File: config.mk
export PLATFORM = sky130hd
export DESIGN_NAME = jstk2_spi_responder
export DESIGN_NICKNAME = d
export VERILOG_FILES = /design/src/rtl/jstk2_pkg.sv /design/src/rtl/spi_in_sync.sv /design/src/rtl/jstk2_spi_responder.sv
export SDC_FILE = /design/constraint.sdc
export NUM_CORES = 1
export LEC_CHECK = 0
export CAP_MARGIN = 20
export CORE_MARGIN = 4
export CORE_UTILIZATION = 50
export DETAILED_ROUTE_END_ITERATION = 7
export GPL_TIMING_DRIVEN = 0
export MAX_ROUTING_LAYER = met4
export PLACE_DENSITY = 0.84
export SYNTH_ARGS = -nofsm -noshare
export SYNTH_HDL_FRONTEND = slang
export SYNTH_SLANG_ARGS = --single-unit
File: constraint.sdc
create_clock -name CLK -period 3.1 [get_ports CLK]
set_clock_uncertainty 0.2 [all_clocks]
set_input_delay 0.31 -clock CLK [delete_from_list [all_inputs] [get_ports CLK]]
set_output_delay 0.31 -clock CLK [all_outputs]
set_load 0.005 [all_outputs]
File: src/rtl/jstk2_pkg.sv
// Shared JSTK2 joystick definitions: FSM states, frame size, byte map.
// Latency: n/a (constants and a pure combinational helper).
// Backpressure: n/a.
package jstk2_pkg;

    typedef enum logic [1:0] {
        S_IDLE   = 2'd0,
        S_ACTIVE = 2'd1,
        S_DONE   = 2'd2
    } state_t;

    localparam int JSTK2_FRAME_BYTES = 5;

    localparam logic [2:0] IDX_XL  = 3'd0;
    localparam logic [2:0] IDX_XH  = 3'd1;
    localparam logic [2:0] IDX_YL  = 3'd2;
    localparam logic [2:0] IDX_YH  = 3'd3;
    localparam logic [2:0] IDX_BTN = 3'd4;

    // Position/button snapshot taken at the start of a frame.
    typedef struct packed {
        logic [9:0] x;
        logic [9:0] y;
        logic [7:0] btn;
    } pos_t;

    // Byte the joystick reports at position idx; bytes past the frame read 0.
    function automatic logic [7:0] tx_byte(input pos_t p, input logic [2:0] idx,
                                           input int frame_bytes);
        logic [7:0] b;
        b = 8'h00;
        if (int'(idx) < frame_bytes) begin
            case (idx)
                IDX_XL:  b = p.x[7:0];
                IDX_XH:  b = {6'b0, p.x[9:8]};
                IDX_YL:  b = p.y[7:0];
                IDX_YH:  b = {6'b0, p.y[9:8]};
                IDX_BTN: b = p.btn;
                default: b = 8'h00;
            endcase
        end
        return b;
    endfunction

endpackage

File: src/rtl/spi_in_sync.sv
// Multi-flop synchronizer plus edge detector for a small bus of async inputs.
// Latency: lvl is STAGES clocks after the input; rise/fall strobes are combinational off lvl.
// Backpressure: none; strobes are single-cycle pulses.
// Ports: clk/rst_n; din async bus; lvl synced levels; rise/fall one-cycle edge strobes.
module spi_in_sync #(
    parameter int W      = 3,
    parameter int STAGES = 2   // must be at least 2
) (
    input  logic         clk,
    input  logic         rst_n,
    input  logic [W-1:0] din,
    output logic [W-1:0] lvl,
    output logic [W-1:0] rise,
    output logic [W-1:0] fall
);

    logic [W-1:0] chain [STAGES];
    logic [W-1:0] prev;

    // Reset to all-zero: a chip select already low at reset release then never
    // shows a falling edge, so a frame in progress is ignored until CS_n rises.
    always_ff @(posedge clk or negedge rst_n) begin
        if (!rst_n) begin
            for (int i = 0; i < STAGES; i++) chain[i] <= '0;
            prev <= '0;
        end else begin
            chain[0] <= din;
            for (int i = 1; i < STAGES; i++) chain[i] <= chain[i-1];
            prev <= chain[STAGES-1];
        end
    end

    assign lvl  = chain[STAGES-1];
    assign rise = lvl & ~prev;
    assign fall = ~lvl & prev;

endmodule

File: src/rtl/jstk2_spi_responder.sv
// SPI mode-0 slave emulating the JSTK2 joystick: returns X/Y/buttons, captures MOSI bytes.
// Latency: o_MISO moves SYNC_STAGES+1 CLKs after the physical SCK fall; o_RX_DV likewise after the 8th rise.
// Backpressure: none; the master owns timing, outputs are one-CLK pulses.
// Ports: CLK/i_Rst_L; SPI pins i_SCK/i_CS_n/i_MOSI/o_MISO/o_MISO_OE; position inputs
//        i_x_pos/i_y_pos/i_buttons; RX byte strobe o_RX_DV/o_RX_Byte/o_RX_Index;
//        frame status o_Frame_Done/o_Frame_Err/o_Busy.
module jstk2_spi_responder
    import jstk2_pkg::*;
#(
    parameter int SYNC_STAGES = 2,
    parameter int FRAME_BYTES = JSTK2_FRAME_BYTES
) (
    input  logic       CLK,
    input  logic       i_Rst_L,
    input  logic       i_SCK,
    input  logic       i_CS_n,
    input  logic       i_MOSI,
    output logic       o_MISO,
    output logic       o_MISO_OE,
    input  logic [9:0] i_x_pos,
    input  logic [9:0] i_y_pos,
    input  logic [7:0] i_buttons,
    output logic       o_RX_DV,
    output logic [7:0] o_RX_Byte,
    output logic [2:0] o_RX_Index,
    output logic       o_Frame_Done,
    output logic       o_Frame_Err,
    output logic       o_Busy
);

    localparam int B_SCK  = 2;
    localparam int B_CS   = 1;
    localparam int B_MOSI = 0;

    logic [2:0] s_lvl, s_rise, s_fall;

    spi_in_sync #(.W(3), .STAGES(SYNC_STAGES)) u_sync (
        .clk   (CLK),
        .rst_n (i_Rst_L),
        .din   ({i_SCK, i_CS_n, i_MOSI}),
        .lvl   (s_lvl),
        .rise  (s_rise),
        .fall  (s_fall)
    );

    logic sck_rise, sck_fall, cs_rise, cs_fall, mosi;
    assign sck_rise = s_rise[B_SCK];
    assign sck_fall = s_fall[B_SCK];
    assign cs_rise  = s_rise[B_CS];
    assign cs_fall  = s_fall[B_CS];
    assign mosi     = s_lvl[B_MOSI];

    logic unused_sync;
    assign unused_sync = ^{s_lvl[B_SCK], s_lvl[B_CS], s_rise[B_MOSI], s_fall[B_MOSI]};

    state_t     state, next_state;
    logic       start, finish, cs_pend;
    pos_t       snap, cur_pos;
    logic [7:0] tx_sr, rx_sr;
    logic [2:0] tx_bits, rx_bits, tx_idx, rx_cnt;
    logic [2:0] tx_idx_nxt;
    logic [7:0] first_byte, next_byte;
    logic       shift_ok;

    assign cur_pos    = '{x: i_x_pos, y: i_y_pos, btn: i_buttons};
    assign first_byte = tx_byte(cur_pos, IDX_XL, FRAME_BYTES);
    // Byte index saturates at 7; every index from FRAME_BYTES up reads 0 anyway.
    assign tx_idx_nxt = (tx_idx == 3'd7) ? 3'd7 : tx_idx + 3'd1;
    assign next_byte  = tx_byte(snap, tx_idx_nxt, FRAME_BYTES);
    // CS_n rising wins over a coincident SCK edge, which is dropped.
    assign shift_ok   = (state == S_ACTIVE) && !cs_rise;

    always_ff @(posedge CLK or negedge i_Rst_L) begin
        if (!i_Rst_L) state <= S_IDLE;
        else          state <= next_state;
    end

    always_comb begin
        next_state = state;
        start      = 1'b0;
        finish     = 1'b0;
        case (state)
            S_IDLE: begin
                if (cs_fall || cs_pend) begin
                    start      = 1'b1;
                    next_state = S_ACTIVE;
                end
            end
            S_ACTIVE: begin
                if (cs_rise) begin
                    finish     = 1'b1;
                    next_state = S_DONE;
                end
            end
            S_DONE:  next_state = S_IDLE;
            default: next_state = S_IDLE;
        endcase
    end

    always_ff @(posedge CLK or negedge i_Rst_L) begin
        if (!i_Rst_L) begin
            o_MISO       <= 1'b0;
            o_MISO_OE    <= 1'b0;
            o_RX_DV      <= 1'b0;
            o_RX_Byte    <= 8'h00;
            o_RX_Index   <= 3'd0;
            o_Frame_Done <= 1'b0;
            o_Frame_Err  <= 1'b0;
            o_Busy       <= 1'b0;
            cs_pend      <= 1'b0;
            snap         <= '0;
            tx_sr        <= 8'h00;
            rx_sr        <= 8'h00;
            tx_bits      <= 3'd0;
            rx_bits      <= 3'd0;
            tx_idx       <= 3'd0;
            rx_cnt       <= 3'd0;
        end else begin
            o_RX_DV      <= 1'b0;
            o_Frame_Done <= 1'b0;

            // A new select seen during the DONE cycle is held for the next IDLE.
            if (state == S_DONE && cs_fall) cs_pend <= 1'b1;
            else if (start)                 cs_pend <= 1'b0;

            if (start) begin
                snap      <= cur_pos;
                tx_sr     <= first_byte;
                o_MISO    <= first_byte[7];
                tx_bits   <= 3'd0;
                rx_bits   <= 3'd0;
                tx_idx    <= 3'd0;
                rx_cnt    <= 3'd0;
                o_MISO_OE <= 1'b1;
                o_Busy    <= 1'b1;
            end

            if (shift_ok && sck_rise) begin
                rx_sr   <= {rx_sr[6:0], mosi};
                rx_bits <= rx_bits + 3'd1;
                if (rx_bits == 3'd7) begin
                    o_RX_DV    <= 1'b1;
                    o_RX_Byte  <= {rx_sr[6:0], mosi};
                    o_RX_Index <= rx_cnt;
                    rx_cnt     <= (rx_cnt == 3'd7) ? 3'd7 : rx_cnt + 3'd1;
                end
            end

            if (shift_ok && sck_fall) begin
                tx_bits <= tx_bits + 3'd1;
                if (tx_bits == 3'd7) begin
                    tx_sr  <= next_byte;
                    o_MISO <= next_byte[7];
                    tx_idx <= tx_idx_nxt;
                end else begin
                    tx_sr  <= {tx_sr[6:0], 1'b0};
                    o_MISO <= tx_sr[6];
                end
            end

            if (finish) begin
                o_Frame_Done <= 1'b1;
                // rx_cnt stays 0 until a full byte lands, so it doubles as "no bytes".
                o_Frame_Err  <= (rx_bits != 3'd0) || (rx_cnt == 3'd0);
                o_MISO_OE    <= 1'b0;
                o_MISO       <= 1'b0;
            end

            if (state == S_DONE) o_Busy <= 1'b0;
        end
    end

endmodule

==> flow_metrics.tcl, run 1 <==
set metrics [dict create \
    yosysUniqueCellTypes 58 \
    worstPathArrival_ps 2820 \
    cts_tree "yes" \
    max_clock_freq_mhz 363.3 \
    pwr_density_cell_nw_per_um2 665.7 \
    seqCellArea_sq_um 2052 \
    fin_crit_ps 2753 \
    die_w_um 95.37 \
    synth_edf_count 0 \
    synth_seq_cells 82 \
    dp_hpwl_um 5772 \
    worstPathMaxFanout 10 \
    track_usage_pct 20.77 \
    rsz0062_at_grt "no" \
    n_antenna_cell 0 \
    avgSynthCellArea_sq_um 10.93 \
    cp.required_ps 3170 \
    synth_area_leaders "dfrtp_1 54%, nand2_1 9.0%, mux2_2 3.8%, ha_1 3.3%, mux2i_1 2.4%" \
    min_from "u_sync.chain[5]" \
    core.rowCount 31 \
    synth_top_area_share_pct 53.77 \
    drive_above_1_share_pct 16.35 \
    cts_sinks 82 \
    max_slew.worst_pin.slew_ps 573.5 \
    r2r_start "tx_idx[0]" \
    gp_congestion 0.9055 \
    grt_pass1_wl_um 14030 \
    slew_violations 0 \
    antenna_left 0 \
    grt_pass1_vias 2951 \
    fin_area_sq_um 4656 \
    postCtsSetupBuffers 0 \
    endpoint_kind "flip-flop" \
    fillCellCount 581 \
    cts_max_path_buffers 2 \
    hp-class "reg2reg" \
    wl_per_cell_um 16.18 \
    min_period_over_period_pct 88.79 \
    cts-buffers-inserted 9 \
    reg2regPathDepth 8 \
    dpl.cell_count 498 \
    synthArstFlopShare_pct 100.0 \
    layout_common_cells "92 x nand2_1, 82 x dfrtp_1, 48 x clkdlybuf4s50_1" \
    firstDrtPassIters 5 \
    multi_input_comb_area_sq_um 1599 \
    start_util_pct 52.06 \
    drc 0 \
    synthesis.area_sq_um 3816 \
    drt-initial-drc-count 150 \
    start_kind "flip-flop" \
    synth_nets 392 \
    io_pins 50 \
    rrSetupSlack_ps 350 \
    clk_pin_slew_ps 90 \
    hold_depth 0 \
    seq_area_frac_synth_pct 53.77 \
    root_buffer "clkbuf_8" \
    outcome "finished, final reports clean" \
    r2r_end "tx_sr[2]" \
    dpl_cell_area_sq_um 4456 \
    area_growth_pct 22.00 \
    dieArea_sq_um 9094 \
    gr-total-overflow 0 \
    vias 2814 \
    antenna_found_initial 0 \
    yosys_warnings 0 \
    synth-main-ff-cell "dfrtp_1" \
    power.leakage_nw 2.143 \
    vdd_drop_max_mv 0.4145 \
    numPortBuffers 49 \
    synthCells 349 \
    critPathKind "reg2reg" \
    fin_tns_setup_ps 0 \
    hold_viol 0 \
    final_common_cell "nand2_1" \
    clock_latency_ps 360 \
    die_h_um 95.37 \
    cts_max_level 3 \
    yosys.area.top_type "dfrtp_1" \
    grt_max_degree 49 \
    holdPathEnd "u_sync.lvl[2]" \
    core_sq_um 7331 \
    setup_viol 0 \
    power.total_w 0.003100 \
    cts.repair.resized 0 \
    fin_cells 515 \
    layout.nets 454 \
    slew_headroom_pct 61.76 \
    vias_per_cell 5.464 \
    wirelength_um 8331 \
    max_cap_viol_count 0 \
]
==> cells in the mapped netlist (all sizes together), types with 2 or more instances <==
master,count
nand2,92
dfrtp,82
mux2,19
a21oi,17
nor2,16
buf,15
ha,10
o21ai,10
inv,9
mux2i,9
nand3b,8
nor2b,7
a221oi,5
o32ai,5
a22o,4
a22oi,4
clkbuf,4
nand2b,3
nor3,3
a211oi,2
a21o,2
a31oi,2
nand3,2
==> final cells by class <==
class	instances	share of cell area (%)
plain buffers	19	2.822
inverters	9	0.7256
repair buffers	51	11.29
multi-input cells	239	34.35
clock buffers	9	2.661
flip-flops and latches	82	44.07
clock inverters	7	1.424
well taps	99	2.661
==> worst max-delay path by stage <==
stage / startpoint / endpoint / slack [ps] / cells after the start
5_1_grt: tx_idx[0] / tx_sr[2] / 230 / 8
4_1_cts: tx_idx[0] / tx_sr[2] / 370 / 8
2_1_floorplan: tx_idx[0] / tx_sr[2] / 870 / 8
3_3_place_gp: i_Rst_L / o_RX_Byte[4] / -1300 / 1
6_report: tx_idx[0] / tx_sr[2] / 350 / 8
3_5_place_dp: tx_idx[0] / tx_sr[2] / 400 / 8
==> power breakdown <==
| group | internal, W | switching (W) | leakage [nW] |
|---|---|---|---|
| logic | 0.000376 | 0.000373 | 1.01 |
| registers | 0.00138 | 0.000219 | 1.04 |
| clock network | 0.000313 | 0.000440 | 0.0922 |
==> cell families after synthesis <==
logic type,after synthesis,share of synthesized area (%)
XOR/XNOR,1,0.2296
AND/OR/NAND/NOR,138,16.43
AO/OA/AOI/OAI,62,13.61
adder cells (fa/ha/maj),10,3.279
buffers and inverters,28,4.327
multiplexers,28,8.361
flip-flops,82,53.77
==> registers in the layout (all words and copies together), names as in the netlist <==
register,cells
u_sync.chain,3
tx_bits,3
tx_idx,3
o_Frame_Done,1
o_RX_DV,1
o_MISO_OE,1
rx_sr,7
u_sync.lvl,3
o_RX_Index,3
snap,28
rx_bits,3
tx_sr,7
cs_pend,1
o_RX_Byte,8
o_Busy,1
state,2
u_sync.prev,2
o_MISO,1
rx_cnt,3
o_Frame_Err,1
==> what timing repair did <==
action / 4_1_cts / 5_1_grt
hold endpoints to repair: 34 / 0
setup endpoints to repair: 0 / 0
hold buffers: 1 / 0
==> worst max-delay path: stages (launching register included) <==
cell and delay [ps]:
dfrtp_1 440, buf_1 430, inv_1 100, ha_1 320, buf_2 180, nand2b_1 200, nor2_2 350, a221oi_1 160
o32ai_2 270
==> stage by stage <==
| stage | hold slack, ps | setup WS [ps] | utilization (%) |
|---|---|---|---|
| 2_1_floorplan | -185.6 | 867.0 | - |
| 3_3_place_gp | 133.3 | -1299 | 60.44 |
| 3_5_place_dp | 101.3 | 403.9 | 60.78 |
| 4_1_cts | 164.5 | 370.2 | 63.51 |
| 5_1_grt | 164.3 | 229.6 | 63.51 |
| 6_report | 165.7 | 347.4 | 63.51 |
==> routing by layer <==
metal / GRT usage, % / vias to the layer above / share of wire [%] / routed length [um]
li1: - / 1328 / - / -
met1: 26.27 / 1400 / 44 / 3630
met2: 32.71 / 69 / 49 / 4081
met3: 5.525 / 17 / 4.9 / 412
met4: 6.611 / 0 / 2.5 / 206
met5: - / - / 0 / 0
No activity file was read; power rests on OpenSTA's default activity.
==> run 2, diff against run 1 <==
- CTS_CLUSTER_SIZE: unset -> 10
- PLACE_DENSITY: 0.84 -> 0.85
==> flow_metrics.tcl, run 2 (same netlist as run 1, synthesis figures left out) <==
set metrics [dict create \
    max_cap_viol_count 0 \
    cpPeakStageDelay_ps 440 \
    final_common_cell "nand2_1" \
    fin_tns_setup_ps 0 \
    fin_area_sq_um 4642 \
    grt_max_degree 73 \
    pwr_density_cell_nw_per_um2 660.9 \
    grt_pass1_wl_um 14290 \
    cp.required_ps 3160 \
    cts-buffers-inserted 9 \
    min_period_over_period_pct 87.70 \
    n_antenna_cell 0 \
    cts_max_path_buffers 2 \
    vdd_drop_max_mv 0.4378 \
    clock_latency_ps 350 \
    endpoint_kind "flip-flop" \
    setup_slack_ps 381.4 \
    track_usage_pct 21.03 \
    critPathKind "reg2reg" \
    max_slew.worst_pin.slew_ps 564.4 \
    drc 0 \
    postCtsSetupBuffers 0 \
    fin_crit_ps 2719 \
    whs_ps 137.9 \
    r2r_start "tx_idx[0]" \
    wirelength_um 8466 \
    slew_headroom_pct 62.37 \
    critPathLaunch "tx_idx[0]" \
    p_comb_share_pct 24.6 \
    gp_congestion 0.8943 \
    slew_violations 0 \
    max_clock_freq_mhz 367.8 \
    largest_register_ffs 28 \
    core.rowCount 31 \
    fillCellCount 578 \
    gr-total-overflow 0 \
    top_register "snap" \
    grt_pass1_vias 2974 \
    crit_buf_inv 3 \
    p_int_w 0.002052 \
    power.total_w 0.003068 \
    core_sq_um 7331 \
    outcome "finished, final reports clean" \
    place_ws_ps 430.3 \
    dp_hpwl_um 5857 \
    wl_per_cell_um 16.44 \
    die_h_um 95.37 \
    reg.largest.list "snap (28), o_RX_Byte (8)" \
    setup_viol 0 \
    seqCellArea_sq_um 2052 \
    dieArea_sq_um 9094 \
    antenna_found_initial 0 \
    rsz0062_at_grt "no" \
    cpMaxStageDelayCell "dfrtp_1" \
    power_frac_clock_pct 23.2 \
    crit_chain "buf_1, inv_1, ha_1, buf_2, nand2b_1, nor2_2, a221oi_1, o32ai_2" \
    drive_above_1_share_pct 16.35 \
    antenna_left 0 \
    firstDrtPassIters 4 \
    power.leakage_nw 2.141 \
    clk_pin_slew_ps 90 \
    layout.nets 454 \
    vias 2859 \
    hp-class "in2async" \
    die_w_um 95.37 \
    cts_tree "yes" \
    drt-initial-drc-count 154 \
    switching_share_pct 33.10 \
    start_util_pct 52.06 \
    layout_common_cells "92 x nand2_1, 82 x dfrtp_1, 48 x clkdlybuf4s50_1" \
    path_delay_family "buffers and inverters" \
    root_buffer "clkbuf_8" \
    area_growth_pct 21.64 \
    numPortBuffers 49 \
    dpl_cell_area_sq_um 4456 \
    cts_sinks 82 \
    vias_per_cell 5.551 \
    worstPathMaxFanout 10 \
    p_seq_share_pct 52.2 \
    start_kind "flip-flop" \
    io_pins 50 \
    worstPathArrival_ps 2780 \
    multi_input_comb_area_sq_um 1599 \
    power_switching_w 0.001015 \
    hold_viol 0 \
    cts_max_level 3 \
]
[run 2: changes by cell type in the layout (fill, tap and decap cells not counted)]
cell,delta
clkinvlp_4,-1
clkinv_4,+1
inv_8,-3
clkinv_2,+2
inv_6,+1
[run 2: metrics by stage]
| step | utilization [%] | cells |
|---|---|---|
| floorplan | - | 349 |
| global placement | 60.44 | 497 |
| detailed placement | 60.78 | 498 |
| CTS | 63.32 | 515 |
| global route | 63.32 | 515 |
| finish | 63.32 | 515 |
[run 2: final timing paths]
check / depth (start not counted) / end / slack (ps)
worst max register to register: 8 / tx_sr[2] / 380
worst min-delay path: 2 / snap[14] / 140
max in group asynchronous: 3 / snap[17] / 1970
worst max-delay path: 8 / tx_sr[2] / 380
worst min register to register: 0 / u_sync.lvl[1] / 160
min in group CLK: 0 / u_sync.lvl[1] / 160
[run 2: repair_timing]
| item | CTS | global route |
|---|---|---|
| resized for setup | 0 | 0 |
| hold buffers | 1 | 0 |
| hold endpoints to repair | 82 | 0 |
[run 2: routing by layer]
layer	vias up	GRT usage (%)	share of wire, %
met1	1415	26.56	43
met2	101	33.53	49
met5	-	-	0
li1	1334	-	-
met3	9	5.525	6.5
met4	0	6.010	1.3
[run 2: worst register-to-register path, stage by stage (launching register included)]
cell      delay [ps]
dfrtp_1          440
buf_1            400
inv_1            100
ha_1             320
buf_2            190
nand2b_1         200
nor2_2           330
a221oi_1         160
o32ai_2          280
[run 2: power by group through the flow]
stage,Clock [W],Sequential (W),Combinational (W)
3_5_place_dp,0,0.00161,0.000765
6_report,0.000710,0.00160,0.000755
4_1_cts,0.000725,0.00160,0.000768
3_3_place_gp,0,0.00160,0.000712
2_1_floorplan,0,0.00154,0.000532
5_1_grt,0.000769,0.00164,0.000872
[run 2: area by class of cell]
type | instances | area share [%]
repair buffers | 51 | 11.32
inverters | 9 | 0.7278
well taps | 99 | 2.668
plain buffers | 19 | 2.830
clock buffers | 9 | 2.668
flip-flops and latches | 82 | 44.20
multi-input cells | 239 | 34.45
clock inverters | 7 | 1.132
